--- config.mk ---
export PLATFORM = sky130hd
export DESIGN_NAME = button_event_decoder
export DESIGN_NICKNAME = d
export VERILOG_FILES = /design/src/rtl/button_event_decoder.sv
export SDC_FILE = /design/constraint.sdc
export NUM_CORES = 1
export LEC_CHECK = 0
export CORE_ASPECT_RATIO = 1.2
export CORE_MARGIN = 3
export CORE_UTILIZATION = 43
export CTS_BUF_LIST = sky130_fd_sc_hd__clkbuf_2
export DETAILED_ROUTE_END_ITERATION = 8
export PLACE_DENSITY_LB_ADDON = 0.3
export SLEW_MARGIN = 20
export SYNTH_ARGS = -nofsm -noshare
export SYNTH_HDL_FRONTEND = slang
export SYNTH_SLANG_ARGS = --single-unit
--- constraint.sdc ---
create_clock -name clk_i -period 4.8 [get_ports clk_i]
set_input_delay 1.2 -clock clk_i [delete_from_list [all_inputs] [get_ports clk_i]]
set_output_delay 1.2 -clock clk_i [all_outputs]
set_load 0.02 [all_outputs]
--- src/rtl/button_event_decoder.sv ---
// button_event_decoder
// Turns a debounced, active-low push-button level into single-cycle semantic
// events: press, release, short click, long press and double click, plus a
// held level while a long press is in progress. Every output is registered.

module button_event_decoder #(
  parameter int LONG_CYC = 25_000_000,
  parameter int GAP_CYC  = 12_500_000,
  parameter int CNT_W    = 26
) (
  input  logic clk_i,
  input  logic rst_i,
  input  logic btn_n_i,
  output logic press_o,
  output logic release_o,
  output logic short_o,
  output logic long_o,
  output logic double_o,
  output logic held_o
);

  // FSM encoding
  localparam logic [2:0] ST_IDLE   = 3'd0;
  localparam logic [2:0] ST_PRESS1 = 3'd1;
  localparam logic [2:0] ST_LONG   = 3'd2;
  localparam logic [2:0] ST_GAP    = 3'd3;
  localparam logic [2:0] ST_PRESS2 = 3'd4;

  // Terminal counts: the counter is compared against the last value and the
  // transition clears it, so it never reaches LONG_CYC/GAP_CYC and never wraps.
  localparam logic [CNT_W-1:0] LONG_LAST = CNT_W'(LONG_CYC - 1);
  localparam logic [CNT_W-1:0] GAP_LAST  = CNT_W'(GAP_CYC - 1);
  localparam logic [CNT_W-1:0] CNT_ONE   = CNT_W'(1);

  logic             btn_q;
  logic [2:0]       state_q, state_d;
  logic [CNT_W-1:0] cnt_q, cnt_d;
  logic             press_q, press_d;
  logic             release_q, release_d;
  logic             short_q, short_d;
  logic             long_q, long_d;
  logic             double_q, double_d;
  logic             held_q, held_d;
  logic             press_edge;

  // btn_q resets to 0 ("pressed"), so a button held through reset cannot
  // produce a press edge until it has been released and pressed again.
  assign press_edge = btn_q & ~btn_n_i;

  // Next-state, counter and event decode
  always_comb begin
    state_d   = state_q;
    cnt_d     = cnt_q;
    press_d   = 1'b0;
    release_d = 1'b0;
    short_d   = 1'b0;
    long_d    = 1'b0;
    double_d  = 1'b0;

    case (state_q)
      ST_IDLE: begin
        // Release edges are ignored here; only a fresh press starts a sequence.
        if (press_edge) begin
          state_d = ST_PRESS1;
          press_d = 1'b1;
        end
      end

      ST_PRESS1: begin
        // Release is checked first so a release on the threshold edge wins.
        if (btn_n_i) begin
          state_d   = ST_GAP;
          release_d = 1'b1;
        end else if (cnt_q == LONG_LAST) begin
          state_d = ST_LONG;
          long_d  = 1'b1;
        end else begin
          cnt_d = cnt_q + CNT_ONE;
        end
      end

      ST_LONG: begin
        // A long press is already classified; its release gives no short click.
        if (btn_n_i) begin
          state_d   = ST_IDLE;
          release_d = 1'b1;
        end
      end

      ST_GAP: begin
        // Press is checked first so a press on the timeout edge wins.
        if (!btn_n_i) begin
          state_d  = ST_PRESS2;
          press_d  = 1'b1;
          double_d = 1'b1;
        end else if (cnt_q == GAP_LAST) begin
          state_d = ST_IDLE;
          short_d = 1'b1;
        end else begin
          cnt_d = cnt_q + CNT_ONE;
        end
      end

      ST_PRESS2: begin
        // Second click is already classified as a double; just wait for release.
        if (btn_n_i) begin
          state_d   = ST_IDLE;
          release_d = 1'b1;
        end
      end

      default: begin
        state_d = ST_IDLE;
      end
    endcase

    // Every state change restarts the counter.
    if (state_d != state_q) begin
      cnt_d = '0;
    end

    held_d = (state_d == ST_LONG);
  end

  // State, counter, input history and registered outputs
  always_ff @(posedge clk_i) begin
    if (rst_i) begin
      btn_q     <= 1'b0;
      state_q   <= ST_IDLE;
      cnt_q     <= '0;
      press_q   <= 1'b0;
      release_q <= 1'b0;
      short_q   <= 1'b0;
      long_q    <= 1'b0;
      double_q  <= 1'b0;
      held_q    <= 1'b0;
    end else begin
      btn_q     <= btn_n_i;
      state_q   <= state_d;
      cnt_q     <= cnt_d;
      press_q   <= press_d;
      release_q <= release_d;
      short_q   <= short_d;
      long_q    <= long_d;
      double_q  <= double_d;
      held_q    <= held_d;
    end
  end

  assign press_o   = press_q;
  assign release_o = release_q;
  assign short_o   = short_q;
  assign long_o    = long_q;
  assign double_o  = double_q;
  assign held_o    = held_q;

endmodule

==> impl_metrics.tcl, run 1 <==
set metrics [dict create \
    status "finished, final reports clean" \
    dieArea_mm2 0.005282 \
    power.density_mw_per_mm2 232.7 \
    avgViaCountPerCell 5.343 \
    cts.htree.levels 2 \
    min_path_cells 2 \
    slowest_stage "clkdlybuf4s50_1" \
    cts-resized-gates 0 \
    cts_buffers 5 \
    antenna_found_initial 0 \
    crit_family "compound AO/OA/AOI/OAI gates" \
    ys_warn_count 0 \
    slowest_delay_ns 0.72 \
    worstSetupEndpointType "register" \
    worstSetupPathType "in -> reg" \
    ir_drop_mv 0.1359 \
    start_kind "primary input" \
    hold_viol_final 0 \
    clkTransAtPathRegs_ns 0.15 \
    first_iter_violations 37 \
    cp-endpoint "cnt_q[1]$_SDFFE_PP0P_" \
    num_rows 25 \
    post-cts-setup-buffer-count 0 \
    max_freq_ghz 0.3300 \
    setup_viol 0 \
    cts_hold_buf 0 \
    die_y_um 79.02 \
    totalWireLength_mm 3.469 \
    ios 9 \
    rr_endpoint "cnt_q[5]$_SDFFE_PP0P_" \
    critPathBufInv 1 \
    num_vias 1416 \
    area_growth_pct 6.287 \
    netlist_area_mm2 0.001911 \
    leakage_nw 0.7195 \
    slew-limit-headroom 0.2977 \
    yosysSeqAreaShare 0.3772 \
    io_buffers 8 \
    dr.pass1.iters 4 \
    grt.overflow.total 0 \
    grt_pass1_vias 1293 \
    synth_cell_type_count 46 \
    coreArea_mm2 0.004098 \
    dpl.cell_count 258 \
    worst_pin_slew_ns 1.053 \
    fin_worst_skew_ns 0.02092 \
    antenna_cells 0 \
    gp_congestion 0.7990 \
    r2r_start "cnt_q[0]$_SDFFE_PP0P_" \
    wl_per_cell_um 13.09 \
    grt_max_degree 27 \
    cts_tree "yes" \
    cp.required_ns 5.11 \
    syn-num-nets 207 \
    path_max_fanout 26 \
    power_w 0.0004725 \
    clockRootBuffer "clkbuf_2" \
    drtAntennaViolNets 0 \
    stdcell_count 265 \
    setup_tns_ns 0 \
    synth-seq-cells 36 \
    rsz0062_at_grt "false" \
    drc 0 \
    initial_core_util 0.4663 \
    arrival_ns 3.34 \
    fill_cells 391 \
    clock_latency_ns 0.40 \
    clk_path_buf_depth 2 \
    grt_util_all_layers 0.1489 \
    fin_crit_sh 0.6313 \
    cap_violations 0 \
    synth_area_per_cell_um2 9.412 \
    clock_sinks 36 \
    place_hpwl_mm 2.411 \
    cp.depth 6 \
    startpoint "btn_n_i" \
    fin_nets 215 \
    fin_crit_ns 3.030 \
    layout-drive-gt1-share 0.2085 \
    rrSetupSlack_ns 2.31 \
    synthCells 203 \
    die_w_um 66.85 \
    finalMaxSlewViolations 0 \
    path_cells "clkdlybuf4s50_1 > nor2_1 > and3_1 > nor3_1 > o221ai_4 > a21oi_1" \
    ff2ff_path_depth 7 \
    grt_pass1_wl_mm 5.961 \
    final_core_util 0.4956 \
    hold_path_class "reg -> reg" \
]
-- per-stage QoR --
step	setup WS (ns)	hold WS, ns	cell area [µm²]
after global placement	1.385	0.4818	1996
after detailed placement	1.366	0.4926	1996
after global routing	1.637	0.5508	2031
final	1.770	0.5174	2031
after floorplan	2.402	0.4450	1911
after CTS	1.776	0.5128	2031
-- per-layer routing --
metal / track usage / wire length (µm)
met5: 0 / 0
met2: 0.2212 / 1556
met4: 0.07302 / 77
met1: 0.1928 / 1692
met3: 0.04668 / 143
-- flip-flops by register name, indices dropped and copies added, names as in the netlist --
signal,cells
btn_q,1
cnt_q,26
double_o,1
held_o,1
long_o,1
press_o,1
release_o,1
short_o,1
state_q,3
-- cells in the final DEF, fill, tap and decap left out, types with 6 or more instances in the layout --
cell              n
and3_1            6
clkbuf_2          6
clkdlybuf4s50_1   8
dfxtp_1          36
nand2_1          14
nand3_1           6
nor2_1           16
nor2_2           20
nor3_1            6
o21ai_1           8
xor2_1           24
-- worst register-to-register path: cells and delay by family (launching register included) --
| kind | cells | cell delay, ns |
|---|---|---|
| compound gates | 3 | 1.13 |
| fa+ha+maj | 1 | 0.19 |
| flops | 1 | 0.43 |
| simple gates | 3 | 0.62 |
-- power breakdown --
group          switching [W]  internal [W]  total (W)
clock network      0.0000967     0.0000347   0.000131
logic              0.0000250     0.0000112  0.0000361
registers         0.00000324      0.000302   0.000305
total               0.000125      0.000348   0.000472
-- cells in the mapped netlist, drive strengths merged --
| cell | n | area (µm²) |
|---|---|---|
| a2111oi | 2 | 23.77 |
| a21boi | 3 | 22.52 |
| a21oi | 5 | 32.53 |
| a31o | 2 | 17.52 |
| and2 | 3 | 18.77 |
| and2b | 1 | 7.510 |
| and3 | 6 | 37.54 |
| and4 | 5 | 51.30 |
| and4b | 1 | 10.01 |
| and4bb | 1 | 12.51 |
| buf | 7 | 62.56 |
| dfxtp | 36 | 720.7 |
| ha | 1 | 12.51 |
| inv | 3 | 11.26 |
| nand2 | 14 | 52.55 |
| nand2b | 3 | 18.77 |
| nand3 | 6 | 30.03 |
| nand4 | 3 | 25.02 |
| nor2 | 36 | 185.2 |
| nor2b | 1 | 6.260 |
| nor3 | 7 | 40.04 |
| nor3b | 2 | 31.28 |
| nor4 | 1 | 6.260 |
| nor4bb | 2 | 20.02 |
| o2111ai | 5 | 43.79 |
| o211a | 2 | 20.02 |
| o211ai | 6 | 60.06 |
| o21ai | 10 | 50.05 |
| o221ai | 1 | 26.28 |
| o22ai | 1 | 20.02 |
| or2 | 1 | 6.260 |
| xnor2 | 2 | 17.52 |
| xor2 | 24 | 210.2 |
-- final cells by class --
| type | count | area [µm²] | share of cell area |
|---|---|---|---|
| Sequential cell | 36 | 720.7 | 0.3549 |
| Tap cell | 54 | 67.56 | 0.03327 |
| Timing Repair Buffer | 8 | 80.08 | 0.03943 |
| Clock inverter | 1 | 5.005 | 0.002465 |
| Multi-Input combinational cell | 157 | 1116 | 0.5496 |
| Clock buffer | 6 | 30.03 | 0.01479 |
| Inverter | 3 | 11.26 | 0.005545 |
-- worst min-delay path by stage --
stage                                  endpoint                  start  slack, ns
after floorplan              press_o$_SDFF_PP0_       btn_q$_SDFF_PP0_       0.45
after global placement    cnt_q[1]$_SDFFE_PP0P_  cnt_q[1]$_SDFFE_PP0P_       0.48
after detailed placement  cnt_q[1]$_SDFFE_PP0P_  cnt_q[1]$_SDFFE_PP0P_       0.49
after CTS                 cnt_q[1]$_SDFFE_PP0P_  cnt_q[1]$_SDFFE_PP0P_       0.51
after global routing      cnt_q[1]$_SDFFE_PP0P_  cnt_q[1]$_SDFFE_PP0P_       0.55
final                     cnt_q[1]$_SDFFE_PP0P_  cnt_q[1]$_SDFFE_PP0P_       0.52
-- kinds of logic (layout without fill, tap and decap cells) --
| family | count (synthesis) | count (layout) | synth area share |
|---|---|---|---|
| flops | 36 | 36 | 0.3772 |
| xor+xnor | 26 | 26 | 0.1192 |
| compound gates | 37 | 37 | 0.1657 |
| buf+inv | 10 | 18 | 0.03864 |
| fa+ha+maj | 1 | 1 | 0.006548 |
| simple gates | 93 | 93 | 0.2927 |
(Power assumes the default switching activity.)
==> inputs of run 2 (changes only) <==
==> constraint.sdc (replaced) <==
create_clock -name clk_i -period 2.6 [get_ports clk_i]
set_input_delay 0.65 -clock clk_i [delete_from_list [all_inputs] [get_ports clk_i]]
set_output_delay 0.65 -clock clk_i [all_outputs]
set_load 0.02 [all_outputs]
==> run 2 against run 1 <==
Effect of this change:
- clock power rose to 2.6 times the previous value
- clock skew increased by 0.0042 ns
- routed wire length is 4.1% higher
- cell count rose by 2.6%
- via count grew 2.5%
- worst hold slack worse by 0.0014 ns
- design area rose by 4.2%
- sequential cell count unchanged
- setup slack got worse by 1.3 ns
- clock-buffer cell count shrank 1
- register-to-register slack got worse by 1.8 ns
- largest cell class unchanged
- highest routed layer unchanged
==> impl_metrics.tcl, run 2 (same netlist as run 1, synthesis figures left out) <==
set metrics [dict create \
    status "finished, final reports clean" \
    top_register "cnt_q" \
    cts-resized-gates 0 \
    layout-drive-gt1-share 0.2248 \
    fin_crit_ns 2.113 \
    gp_congestion 0.8036 \
    antenna_found_initial 0 \
    cts_hold_buf 0 \
    leakage_nw 0.7635 \
    cts_buffers 5 \
    hold_path_class "reg -> reg" \
    cts_tree "yes" \
    worst_pin_slew_ns 0.4839 \
    grt_util_all_layers 0.1592 \
    place_hpwl_mm 2.583 \
    num_rows 25 \
    start_kind "register" \
    area_growth_pct 10.74 \
    worstSetupPathType "reg -> reg" \
    initial_core_util 0.4663 \
    finalMaxSlewViolations 0 \
    cap_violations 0 \
    grt_max_degree 18 \
    fin_nets 221 \
    power.density_mw_per_mm2 466.5 \
    drc 0 \
    avgViaCountPerCell 5.338 \
    drtAntennaViolNets 0 \
    dieArea_mm2 0.005282 \
    coreArea_mm2 0.004098 \
    holdWs_ns 0.5161 \
    setup_tns_ns 0 \
    cts.htree.levels 2 \
    layout_commonest_cell "dfxtp_1" \
    stdcell_count 272 \
    clockRootBuffer "clkbuf_2" \
    setup_viol 0 \
    io_buffers 8 \
    worstSetupEndpointType "register" \
    dpl.cell_count 264 \
    cp.required_ns 2.89 \
    ios 9 \
    clkTransAtPathRegs_ns 0.20 \
    clk_path_buf_depth 2 \
    path_max_fanout 17 \
    fin_crit_sh 0.8126 \
    rsz0062_at_grt "false" \
    fin_worst_skew_ns 0.02508 \
    die_y_um 79.02 \
    num_vias 1452 \
    largest_register_ffs 26 \
    max_freq_ghz 0.4733 \
    dr.pass1.iters 4 \
    grt_pass1_vias 1440 \
    slew-limit-headroom 0.6774 \
    grt.overflow.total 0 \
    clock_latency_ns 0.39 \
    reg_top3 "cnt_q x26, state_q x3" \
    final_cell_mix "36 x dfxtp_1, 24 x xor2_1, 20 x nor2_2, 16 x nor2_1, 14 x nand2_1" \
    clock_sinks 36 \
    wl_per_cell_um 13.27 \
    arrival_ns 2.40 \
    first_iter_violations 113 \
    antenna_cells 0 \
    grt_pass1_wl_mm 6.582 \
    ir_drop_mv 0.2577 \
    totalWireLength_mm 3.610 \
    post-cts-setup-buffer-count 0 \
    die_w_um 66.85 \
    hold_viol_final 0 \
]
## run 2: path summary, 6_finish.rpt
check | start | endpoint | slack (ns) | depth (start not counted)
setup / recovery | cnt_q[0]$_SDFFE_PP0P_ | cnt_q[9]$_SDFFE_PP0P_ | 0.49 | 8
hold / removal | btn_q$_SDFF_PP0_ | press_o$_SDFF_PP0_ | 0.52 | 2
setup reg to reg | cnt_q[0]$_SDFFE_PP0P_ | cnt_q[9]$_SDFFE_PP0P_ | 0.49 | 8
hold reg to reg | btn_q$_SDFF_PP0_ | press_o$_SDFF_PP0_ | 0.52 | 2
## run 2: cell type report
class,instances,area [µm²]
Clock buffer,5,25.02
Clock inverter,3,37.54
Fill cell,396,1982
Inverter,3,11.26
Multi-Input combinational cell,157,1116
Sequential cell,36,720.7
Tap cell,54,67.56
Timing Repair Buffer,14,137.6
## run 2: where the power goes
part           internal, W  switching, W
sequential        0.000557    0.00000626
clock             0.000157      0.000189
combinational    0.0000297     0.0000477
total             0.000744      0.000243
## run 2: critical path: stages (launching register included)
cell and delay, ns:
dfxtp_1 0.45, ha_1 0.21, and3_1 0.30, nand4_2 0.21
nor3b_4 0.20, buf_4 0.19, o2111ai_1 0.22, xor2_1 0.20
nor2_2 0.04
## run 2: layer usage
metal  up-vias  wire length [µm]  track usage
li1        746                 -            -
met5         -                 0            0
met3         6               103      0.04243
met1       686              1697       0.2035
met4         0                53      0.05477
met2        14              1756       0.2560
## run 2: stage by stage
stage | setup WS, ns | util | instance area, µm² | total power [W]
global placement | 0.1246 | 0.5011 | 2053 | 0.0006529
floorplan | 0.7520 | - | 1911 | 0.0006331
finish | 0.4872 | 0.5163 | 2116 | 0.0009869
global route | 0.2581 | 0.5163 | 2116 | 0.001031
CTS | 0.4733 | 0.5163 | 2116 | 0.001001
detailed placement | 0.09071 | 0.5011 | 2053 | 0.0006531
==> edit: new RTL, flow settings as in run 2 <==
The parameter `CNT_W` goes from 26 to 13.
--- a/src/rtl/button_event_decoder.sv
+++ b/src/rtl/button_event_decoder.sv
@@ -6,7 +6,7 @@
 module button_event_decoder #(
   parameter int LONG_CYC = 25_000_000,
   parameter int GAP_CYC  = 12_500_000,
-  parameter int CNT_W    = 26
+  parameter int CNT_W    = 13
 ) (
   input  logic clk_i,
   input  logic rst_i,
Check against the original RTL: same outputs for any inputs over 10 cycles, from zero or initial values and one cycle with rst_i high; that may be too few to reach the edited logic, so the function may still have changed.
==> edit against run 2 <==
Routed wire length decreased by 25%; worst hold slack better by 0.022 ns; total power is 43% lower; critical path type is now in2reg; cell count is 31% lower; final area fell by 32%; via count fell by 24%; count of clock-buffer cells in the layout down 2; worst setup slack worse by 0.14 ns; maximum frequency down 6.4%; sequential cell count is 13 lower; clock power decreased by 60%; area after synthesis decreased by 34%; sequential share of layout area decreased by 2.0 points.
==> edit: results (changes against run 2) <==
- CP max FO: 10 (was 17)
- Setup Skew: 0.00991 ns (was 0.0251 ns)
- Cell family with most CP delay: compound AO/OA/AOI/OAI gates (was simple AND/OR/NAND/NOR gates)
- Hpwl dp: 2020 um (was 2580 um)
- Top post-synthesis cells by area: dfxtp_1 (37%), xnor2_1 (7.7%), nor3_1 (6.4%) (was dfxtp_1 (38%), xor2_1 (11%), nor2_2 (6.5%))
- Arrival time worst endpoint: 2.49 ns (was 2.40 ns)
- # fillers: 280 (was 396)
- PnR Total Power: 0.566 mW (was 0.987 mW)
- Syn_nets: 147 (was 207)
- Status: finished clean (unchanged)
- Seq/Total Area, Yosys: 0.367 (was 0.377)
- Pre-CTS setup slack: -0.0525 ns (was 0.0907 ns)
- Static leakage power: 0.445 nW (was 0.764 nW)
- Netlist cell types: 44 (was 46)
- CP max stage delay: 0.50 ns (was 0.45 ns)
- Vias/cell: 5.93 (was 5.34)
- Worst slew margin: 0.665 (was 0.677)
- Slowest-stage cell, CP: a2111oi_0 (was dfxtp_1)
- Placer Congestion: 0.897 (was 0.804)
- Worst skew pair latency: 0.33 ns (was 0.39 ns)
- Final WL: 2720 um (was 3610 um)
- Post-Synthesis Cells: 143 (was 203)
- Largest net degree at the start of global routing: 14 (was 18)
- Total global-route track usage: 0.166 (was 0.159)
- Placed insts: 183 (was 264)
- Post-synth top cells: dfxtp_1 (23), nor3_1 (16), nand2_1 (13), xnor2_1 (11), a2111oi_0 (8) (was dfxtp_1 (36), xor2_1 (24), nor2_2 (20), nor2_1 (16), nand2_1 (14))
- Placed cell area: 1420 um2 (was 2050 um2)
- Non-filler cells in the finished layout: 187 (was 272)
- H-tree levels: 1 (was 2)
- Slew Limit Fails: 0 (unchanged)
- Worst vdd ir: 0.263 mV (was 0.258 mV)
- Clock buffer count from CTS: 3 (was 5)
- First-pass GRT wire length: 4950 um (was 6580 um)
## edit: cell count changes after synthesis, moves of 7 or more
cell	run 2	this run
xor2_1	24	1
nor2_2	20	0
dfxtp_1	36	23
nor3_1	6	16
nor2_1	16	7
xnor2_1	2	11
o21ai_1	8	0
a2111oi_0	1	8
## edit: worst paths after layout
path,to,startpoint,cells after the start,slack (ns)
setup / recovery,cnt_q[10]$_SDFFE_PP0P_,btn_n_i,7,0.34
hold / removal,press_o$_SDFF_PP0_,btn_q$_SDFF_PP0_,2,0.54
setup reg to reg,cnt_q[5]$_SDFFE_PP0P_,cnt_q[6]$_SDFFE_PP0P_,5,0.41
hold reg to reg,press_o$_SDFF_PP0_,btn_q$_SDFF_PP0_,2,0.54
## edit: power groups by stage
stage	Sequential [mW]	Clock, mW	Combinational, mW
after floorplan	0.367	0	0.0412
after global placement	0.369	0	0.0646
after detailed placement	0.369	0	0.0651
after CTS	0.362	0.146	0.0657
after global routing	0.363	0.159	0.0736
final	0.362	0.138	0.0655
## edit: final cells by class
class,count,area (um2),share of cell area
Multi-Input combinational cell,107,738,0.514
Inverter,2,7.51,0.00523
Clock buffer,3,15.0,0.0105
Tap cell,33,41.3,0.0288
Timing Repair Buffer,18,168,0.117
Clock inverter,1,5.00,0.00349
Sequential cell,23,460,0.321
## edit: cells by family (layout without fill, tap and decap cells)
| logic type | after synthesis | count (layout) | share of synthesized area |
|---|---|---|---|
| compound gates | 25 | 25 | 0.179 |
| xor+xnor | 12 | 12 | 0.0837 |
| fa+ha+maj | 1 | 1 | 0.00996 |
| buf+inv | 13 | 24 | 0.0458 |
| flops | 23 | 23 | 0.367 |
| mux | 1 | 1 | 0.00797 |
| simple gates | 68 | 68 | 0.307 |
## edit: per-layer routing
layer | up-vias | GRT usage | wire [um]
met5 | - | 0 | 0
met4 | 0 | 0.0912 | 60
met3 | 8 | 0.0275 | 113
met2 | 30 | 0.288 | 1360
met1 | 513 | 0.193 | 1190
li1 | 558 | - | -
## edit: tightest hold or removal path, stage by stage, from the launching register on
cell,delay [ns]
dfxtp_1,0.38
nand2_1,0.06
a2111oi_0,0.08
